## src/rtl/multdiv_pkg.sv

```systemverilog
// Shared types and constants for the mult/div issue and writeback controller.
package multdiv_pkg;

  typedef enum logic [1:0] {
    StIdle,
    StIssue,
    StWait,
    StDone
  } md_state_e;

  // Exception writebacks target $rstatus with a per-operation cause code.
  localparam logic [4:0]  RSTATUS_REG = 5'd30;
  localparam logic [31:0] EXC_MULT    = 32'd4;
  localparam logic [31:0] EXC_DIV     = 32'd5;

  function automatic logic [31:0] exc_code(input logic is_div);
    return is_div ? EXC_DIV : EXC_MULT;
  endfunction

endpackage

```

## src/rtl/md_watchdog.sv

```systemverilog
// WAIT-state watchdog: 6-bit cycle counter with a terminal-count flag.
// Only compiled when MULTDIV_TIMEOUT_EN is defined.
`ifdef MULTDIV_TIMEOUT_EN
module md_watchdog #(
  parameter int unsigned TIMEOUT_CYCLES = 40
) (
  input  logic clk_i,
  input  logic rst_i,
  input  logic clr_i,
  input  logic inc_i,
  output logic tc_o
);

  // tc fires in the WAIT cycle whose increment would reach TIMEOUT_CYCLES.
  localparam logic [5:0] Limit = 6'(TIMEOUT_CYCLES - 1);

  logic [5:0] cnt_q, cnt_d;

  // Clear on issue, count each waiting cycle.
  always_comb begin
    cnt_d = cnt_q;
    if (clr_i) begin
      cnt_d = '0;
    end else if (inc_i) begin
      cnt_d = cnt_q + 6'd1;
    end
  end

  // Counter register with synchronous reset.
  always_ff @(posedge clk_i) begin
    if (rst_i) begin
      cnt_q <= '0;
    end else begin
      cnt_q <= cnt_d;
    end
  end

  assign tc_o = inc_i & (cnt_q == Limit);

endmodule
`endif

```

## src/rtl/multdiv_ctrl.sv

```systemverilog
// Issue/writeback controller for the multi-cycle multiplier/divider.
// Captures an op, pulses start, stalls until result-ready, then writes back
// the result or an exception code to $rstatus.
// Optional WAIT watchdog: define MULTDIV_TIMEOUT_EN.
module multdiv_ctrl
  import multdiv_pkg::*;
#(
  parameter int unsigned TIMEOUT_CYCLES = 40
) (
  input  logic        clock,
  input  logic        reset,
  input  logic        in_valid,
  input  logic        in_is_div,
  input  logic [31:0] in_opA,
  input  logic [31:0] in_opB,
  input  logic [4:0]  in_rd,
  input  logic        flush,
  output logic [31:0] md_operandA,
  output logic [31:0] md_operandB,
  output logic        md_ctrl_MULT,
  output logic        md_ctrl_DIV,
  input  logic [31:0] md_result,
  input  logic        md_exception,
  input  logic        md_resultRDY,
  output logic        stall,
  output logic        wb_valid,
  output logic [4:0]  wb_rd,
  output logic [31:0] wb_data
);

  md_state_e   state_q;
  logic [31:0] op_a_q, op_b_q;
  logic [4:0]  rd_q;
  logic        is_div_q;
  logic        mult_q, div_q;
  logic        wb_valid_q;
  logic [4:0]  wb_rd_q;
  logic [31:0] wb_data_q;

  logic        timeout;
  logic        in_wait, in_issue;

  assign in_wait  = (state_q == StWait);
  assign in_issue = (state_q == StIssue);

`ifdef MULTDIV_TIMEOUT_EN
  md_watchdog #(
    .TIMEOUT_CYCLES(TIMEOUT_CYCLES)
  ) u_md_watchdog (
    .clk_i(clock),
    .rst_i(reset),
    .clr_i(in_issue),
    .inc_i(in_wait),
    .tc_o (timeout)
  );
`else
  assign timeout = 1'b0;
  logic unused_timeout_cfg;
  assign unused_timeout_cfg = (TIMEOUT_CYCLES == 0) | in_issue;
`endif

  // Writeback that would be produced if WAIT completes this cycle.
  // A real ready wins over a simultaneous timeout.
  logic        fin_exc;
  logic        fin_we;
  logic [4:0]  fin_rd;
  logic [31:0] fin_data;

  // Resolve result vs. exception into the register-file write.
  always_comb begin
    fin_exc  = md_resultRDY ? md_exception : 1'b1;
    fin_rd   = fin_exc ? RSTATUS_REG : rd_q;
    fin_data = fin_exc ? exc_code(is_div_q) : md_result;
    fin_we   = fin_exc | (rd_q != 5'd0);
  end

  // Control FSM with registered start pulses and writeback.
  always_ff @(posedge clock) begin
    if (reset) begin
      state_q    <= StIdle;
      op_a_q     <= '0;
      op_b_q     <= '0;
      rd_q       <= '0;
      is_div_q   <= 1'b0;
      mult_q     <= 1'b0;
      div_q      <= 1'b0;
      wb_valid_q <= 1'b0;
      wb_rd_q    <= '0;
      wb_data_q  <= '0;
    end else begin
      // Pulses and writeback last exactly one cycle unless re-armed below.
      mult_q     <= 1'b0;
      div_q      <= 1'b0;
      wb_valid_q <= 1'b0;
      wb_rd_q    <= '0;
      wb_data_q  <= '0;
      if (flush) begin
        state_q <= StIdle;
      end else begin
        unique case (state_q)
          StIdle: begin
            if (in_valid) begin
              op_a_q   <= in_opA;
              op_b_q   <= in_opB;
              rd_q     <= in_rd;
              is_div_q <= in_is_div;
              mult_q   <= ~in_is_div;
              div_q    <= in_is_div;
              state_q  <= StIssue;
            end
          end
          // Ready here may be stale from the previous op; never sampled.
          StIssue: begin
            state_q <= StWait;
          end
          StWait: begin
            if (md_resultRDY | timeout) begin
              wb_valid_q <= fin_we;
              wb_rd_q    <= fin_rd;
              wb_data_q  <= fin_data;
              state_q    <= StDone;
            end
          end
          StDone: begin
            state_q <= StIdle;
          end
          default: begin
            state_q <= StIdle;
          end
        endcase
      end
    end
  end

  assign md_operandA  = op_a_q;
  assign md_operandB  = op_b_q;
  assign md_ctrl_MULT = mult_q;
  assign md_ctrl_DIV  = div_q;
  // A flush in DONE must still kill the write.
  assign wb_valid     = wb_valid_q & ~flush;
  assign wb_rd        = wb_rd_q;
  assign wb_data      = wb_data_q;
  // Pipeline advances in DONE so the same instruction is not re-accepted.
  assign stall        = in_valid & (state_q != StDone);

endmodule

```

## config.mk

```make
export PLATFORM = sky130hd
export DESIGN_NAME = multdiv_ctrl
export DESIGN_NICKNAME = d
export VERILOG_FILES = /design/src/rtl/multdiv_pkg.sv /design/src/rtl/md_watchdog.sv /design/src/rtl/multdiv_ctrl.sv
export SDC_FILE = /design/constraint.sdc
export NUM_CORES = 1
export LEC_CHECK = 0
export ABC_AREA = 1
export CAP_MARGIN = 25
export CORE_ASPECT_RATIO = 0.7
export CORE_MARGIN = 4
export CORE_UTILIZATION = 43
export DETAILED_ROUTE_END_ITERATION = 8
export PLACE_DENSITY_LB_ADDON = 0.25
export SLEW_MARGIN = 20
export SYNTH_ARGS = -nofsm -noshare
export SYNTH_HDL_FRONTEND = slang
export SYNTH_SLANG_ARGS = --single-unit
```

## constraint.sdc

```tcl
create_clock -name clock -period 2.09 [get_ports clock]
set_clock_uncertainty 0.05 [all_clocks]
set_input_delay 0.418 -clock clock [delete_from_list [all_inputs] [get_ports clock]]
set_output_delay 0.418 -clock clock [all_outputs]
set_load 0.01 [all_outputs]
```

Word level (Yosys, flattened, before mapping)
Index checks and enable logic that the tools add are counted.
{"block": "word_totals", "reg_bits": 112, "in_bits": 108, "output_inout_bits": 105, "elab_cells": 41}
{"block": "classes", "n_eq_ne": 6, "mux": 7, "bitwise_logic": 9, "n_reduce_logical": 8}
{"operator": "two-way mux 32 bit", "n": 1}
{"operator": "case mux 2 bit (4 select lines)", "n": 1}
{"operator": "OR reduction 4 bit", "n": 2}
{"operator": "!= test 2 bit, second input constant", "n": 3}
{"operator": "NOT 1 bit", "n": 6}
{"operator": "two-way mux 5 bit", "n": 1}
{"operator": "nonzero test 5 bit", "n": 1}
{"operator": "OR reduction 5 bit", "n": 1}
{"operator": "== test 2 bit, second input constant", "n": 2}
{"operator": "two-way mux 2 bit", "n": 2}
{"operator": "AND reduction 3 bit", "n": 1}
{"operator": "bitwise AND 1 bit", "n": 2}
{"operator": "== test 2 x 1 -> 1 bit, second input constant", "n": 1}
{"operator": "zero test 2 bit", "n": 1}
{"operator": "two-way mux 1 bit", "n": 2}
{"operator": "AND reduction 2 bit", "n": 1}
{"operator": "OR reduction 2 bit", "n": 1}
{"operator": "bitwise OR 1 bit", "n": 1}

Depth between registers and ports, before layout
{"block": "depth", "depth_word": 3, "depth_mapped": 8, "mapped_depth_nobuf": 7}

Worst setup path before layout
OpenSTA, ideal clock, no wires.
{"block": "synth_timing", "path_type": "reg-to-reg", "start": "register state_q[0]", "end": "register op_b_q[10], in the netlist md_operandB[10]", "setup_time_ps": 113, "arrival_time_ps": 1126, "required_time_ps": 1927, "path_slack_ps": 801, "stages_incl_launch_ff": 8, "n_path_buf": 2, "period_less_slack_ps": 1289, "path_cell_list": "dfxtp_1 > inv_1 > ha_1 > nand3_2 > buf_6 > buf_2 > nor2_1 > nor2_1"}
{"block": "synth_via", "elab_chain_cells": 2}
{"item": "start: declaration", "line_no": "multdiv_ctrl.sv:31", "source": "md_state_e state_q;"}
{"item": "start signal: assignment", "line_no": "multdiv_ctrl.sv:80", "source": "state_q <= StIdle;"}
{"item": "start signal: assignment", "line_no": "multdiv_ctrl.sv:98", "source": "state_q <= StIdle;"}
{"item": "start signal: assignment", "line_no": "multdiv_ctrl.sv:109", "source": "state_q <= StIssue;"}
{"item": "zero test 2 bit", "line_no": "multdiv_ctrl.sv:100", "source": "unique case (state_q)"}
{"item": "AND reduction 3 bit (no source line)"}
{"item": "end signal: assignment", "line_no": "multdiv_ctrl.sv:104", "source": "op_b_q <= in_opB;"}
{"item": "end: declaration", "line_no": "multdiv_ctrl.sv:32", "source": "logic [31:0] op_a_q, op_b_q;"}
No other way between the ends.
A chain may end at the register's enable or synchronous reset.

Worst setup path in the final report
{"block": "layout_timing", "start": "input flush", "end": "output wb_valid"}
{"block": "layout_via", "elab_chain_cells": 2}
{"item": "start: declaration", "line_no": "multdiv_ctrl.sv:17", "source": "input logic flush,"}
{"item": "NOT 1 bit (no source line)"}
{"item": "bitwise AND 1 bit", "line_no": "multdiv_ctrl.sv:140", "source": "assign wb_valid = wb_valid_q & ~flush;"}
{"item": "end: declaration", "line_no": "multdiv_ctrl.sv:26", "source": "output logic wb_valid,"}
No other way between the ends.

==> impl_metrics.tcl <==
set metrics [dict create \
    finalInstanceArea_um2 6704 \
    num_rows 29 \
    worstPathMaxFanout 2 \
    synth_xor_area_share_pct 0 \
    period_share_pct 95.00 \
    synthAdderAreaFrac_pct 1.186 \
    antenna_found_initial 0 \
    rr_endpoint "md_operandA[10]" \
    path_depth 3 \
    power_w 0.004724 \
    dieHeight_um 90.90 \
    grt_max_degree 71 \
    cp_slowest_cell "clkdlybuf4s50_1" \
    place_hpwl_mm 8.827 \
    cts-root-buf "clkbuf_16" \
    layout_common_cells "clkdlybuf4s50_1 (211), nor2_1 (185), nand2_1 (153), dfxtp_1 (112), inv_1 (108)" \
    end_kind "output port" \
    vias_per_cell 4.253 \
    drv_cap 0 \
    cp.buffers_inverters 2 \
    coreArea_um2 9325 \
    n_antenna_cell 0 \
    numPortBuffers 212 \
    max_stage_delay_ns 0.54 \
    slew_headroom_pct 77.77 \
    ys_warn_count 0 \
    fin_nets 919 \
    timing.rr.start "state_q[0]" \
    path_cells "clkdlybuf4s50_1 > nor2_1 > clkdlybuf4s50_1" \
    cts_max_level 3 \
    required_ns 1.62 \
    synth_compound_area_share_pct 0.8299 \
    drt_iter0_drc 112 \
    fillCellCount 712 \
    cts_buffer_depth 2 \
    postSynthAreaPerCell_um2 7.024 \
    rr_worst_depth 7 \
    die_width_um 126.4 \
    cts_buffers 9 \
    finalNonFillerCells 935 \
    setup_viol 0 \
    cp-start-kind "input port" \
    synth_nets 713 \
    seq_area_um2 2242 \
    place_area_um2 6434 \
    clkSlewWorstSetupHoldPaths_ns 0.07 \
    first_global_vias 3666 \
    dp_cells 920 \
    grt-ovfl-total 0 \
    worst_pin_slew_ns 0.3335 \
    ir_worst_vdd_mv 0.5313 \
    yosysUniqueCellTypes 16 \
    status "completed" \
    muxShareOfSynthArea_pct 0 \
    crit_arrival_ns 1.52 \
    start_util_pct 45.27 \
    period_needed_ns 1.985 \
    ant_nets 0 \
    synth_seq_cells 112 \
    drive_gt1_share_pct 3.206 \
    drc_errors 0 \
    cts_setup_buffers 0 \
    maxSlewViolCount 0 \
    hp-class "register to register" \
    min_path_cells 2 \
    grt_pass1_wl_mm 18.00 \
    grt_use_total_pct 19.47 \
    final_util_pct 71.89 \
    cts_tree "built" \
    p_per_area_nw_per_um2 704.6 \
    multiInputGateArea_um2 1391 \
    yosysSeqAreaShare_pct 53.11 \
    ios 213 \
    path_class "input port to output port" \
    hold_violations 0 \
    layout_commonest_cell "clkdlybuf4s50_1" \
    vias 3977 \
    clock_sinks 112 \
    wl_mm 11.68 \
    syn_to_final_growth_pct 58.80 \
    cts_resized 1 \
    synthSimpleGateAreaFrac_pct 30.76 \
    crit_family "buffers and inverters" \
    gp_congestion 0.8780 \
    post_drt_wl_per_cell_um 12.49 \
    regToRegSetupSlack_ns 0.51 \
    crit_top_cell "clkdlybuf4s50_1" \
    synth_area_um2 4222 \
    synth_top_family_by_area "simple AND/OR/NAND/NOR gates" \
    netlist_instances 601 \
    cp-startpoint "flush" \
    crit_path_end "wb_valid" \
    p_leak_nw 3.250 \
    dieArea_um2 11490 \
    fmaxAchievable_ghz 0.5037 \
    rsz0062_at_grt "false" \
    clock_latency_ns 0.34 \
    firstDrtPassIters 6 \
    hold_buffers 0 \
]
-- tightest hold or removal path: stages, from the launching register on --
cell	delay, ns
dfxtp_1	0.33
inv_1	0.07
nor2_1	0.04
-- cells in the mapped netlist (all sizes together) --
cell	instances	area share [%]
inv	110	9.8
ha	4	1.2
o21ai	1	0.12
nor2	185	16
a21oi	6	0.71
nand3	4	0.59
buf	18	3.7
clkbuf	7	0.62
dfxtp	112	53
nor3	1	0.12
nand2	153	14
-- power breakdown --
group | switching [W] | internal [W] | total (W)
registers | 0.0000560 | 0.00225 | 0.00230
logic | 0.000372 | 0.000470 | 0.000843
clock network | 0.000770 | 0.000808 | 0.00158
-- how the worst min path moves through the flow --
| stage | startpoint | to | slack, ns |
|---|---|---|---|
| 6_report | rd_q[0] | wb_rd[0] | 0.43 |
| 3_3_place_gp | rd_q[0] | wb_rd[0] | 0.41 |
| 4_1_cts | rd_q[0] | wb_rd[0] | 0.43 |
| 3_5_place_dp | rd_q[0] | wb_rd[0] | 0.41 |
| 5_1_grt | rd_q[0] | wb_rd[0] | 0.45 |
| 2_1_floorplan | rd_q[0] | wb_rd[0] | 0.38 |
-- final cells by class --
cell class	instances	share of cell area, %
Clock buffer	9	3.359
Tap cell	124	2.314
Multi-Input combinational cell	354	20.75
Clock inverter	6	0.6906
Sequential cell	112	33.45
Timing Repair Buffer	220	33.28
Inverter	110	6.159
-- sequential cells by signal, summed over array words and instances, names as in the netlist --
| signal | count |
|---|---|
| md_operandB | 32 |
| md_ctrl_MULT | 1 |
| wb_rd | 5 |
| wb_data | 32 |
| state_q | 2 |
| wb_valid_q | 1 |
| md_ctrl_DIV | 1 |
| md_operandA | 32 |
| is_div_q | 1 |
| rd_q | 5 |
-- per-stage QoR --
step | setup WS [ns] | hold slack, ns | TNS (ns)
2_1_floorplan | 0.8007 | 0.3808 | 0
3_3_place_gp | -0.004501 | 0.4074 | -0.004501
3_5_place_dp | 0.0007231 | 0.4131 | 0
4_1_cts | 0.1156 | 0.4251 | 0
5_1_grt | 0.08974 | 0.4478 | 0
6_report | 0.1045 | 0.4265 | 0
-- logic make-up (layout without fill, tap and decap cells) --
group	Yosys count	in the layout
AOI/OAI and AO/OA	7	7
adders and majority gates	4	4
buffers and inverters	135	345
DFF	112	112
and+or+nand+nor	343	343
-- per-layer routing --
| metal | share of wire (%) | up-vias | global-route usage, % |
|---|---|---|---|
| li1 | - | 2104 | - |
| met1 | 41 | 1713 | 22.10 |
| met2 | 47 | 142 | 32.75 |
| met3 | 11 | 18 | 9.279 |
| met4 | 1.7 | 0 | 5.625 |
| met5 | 0 | - | 0 |
(Power assumes the default switching activity.)
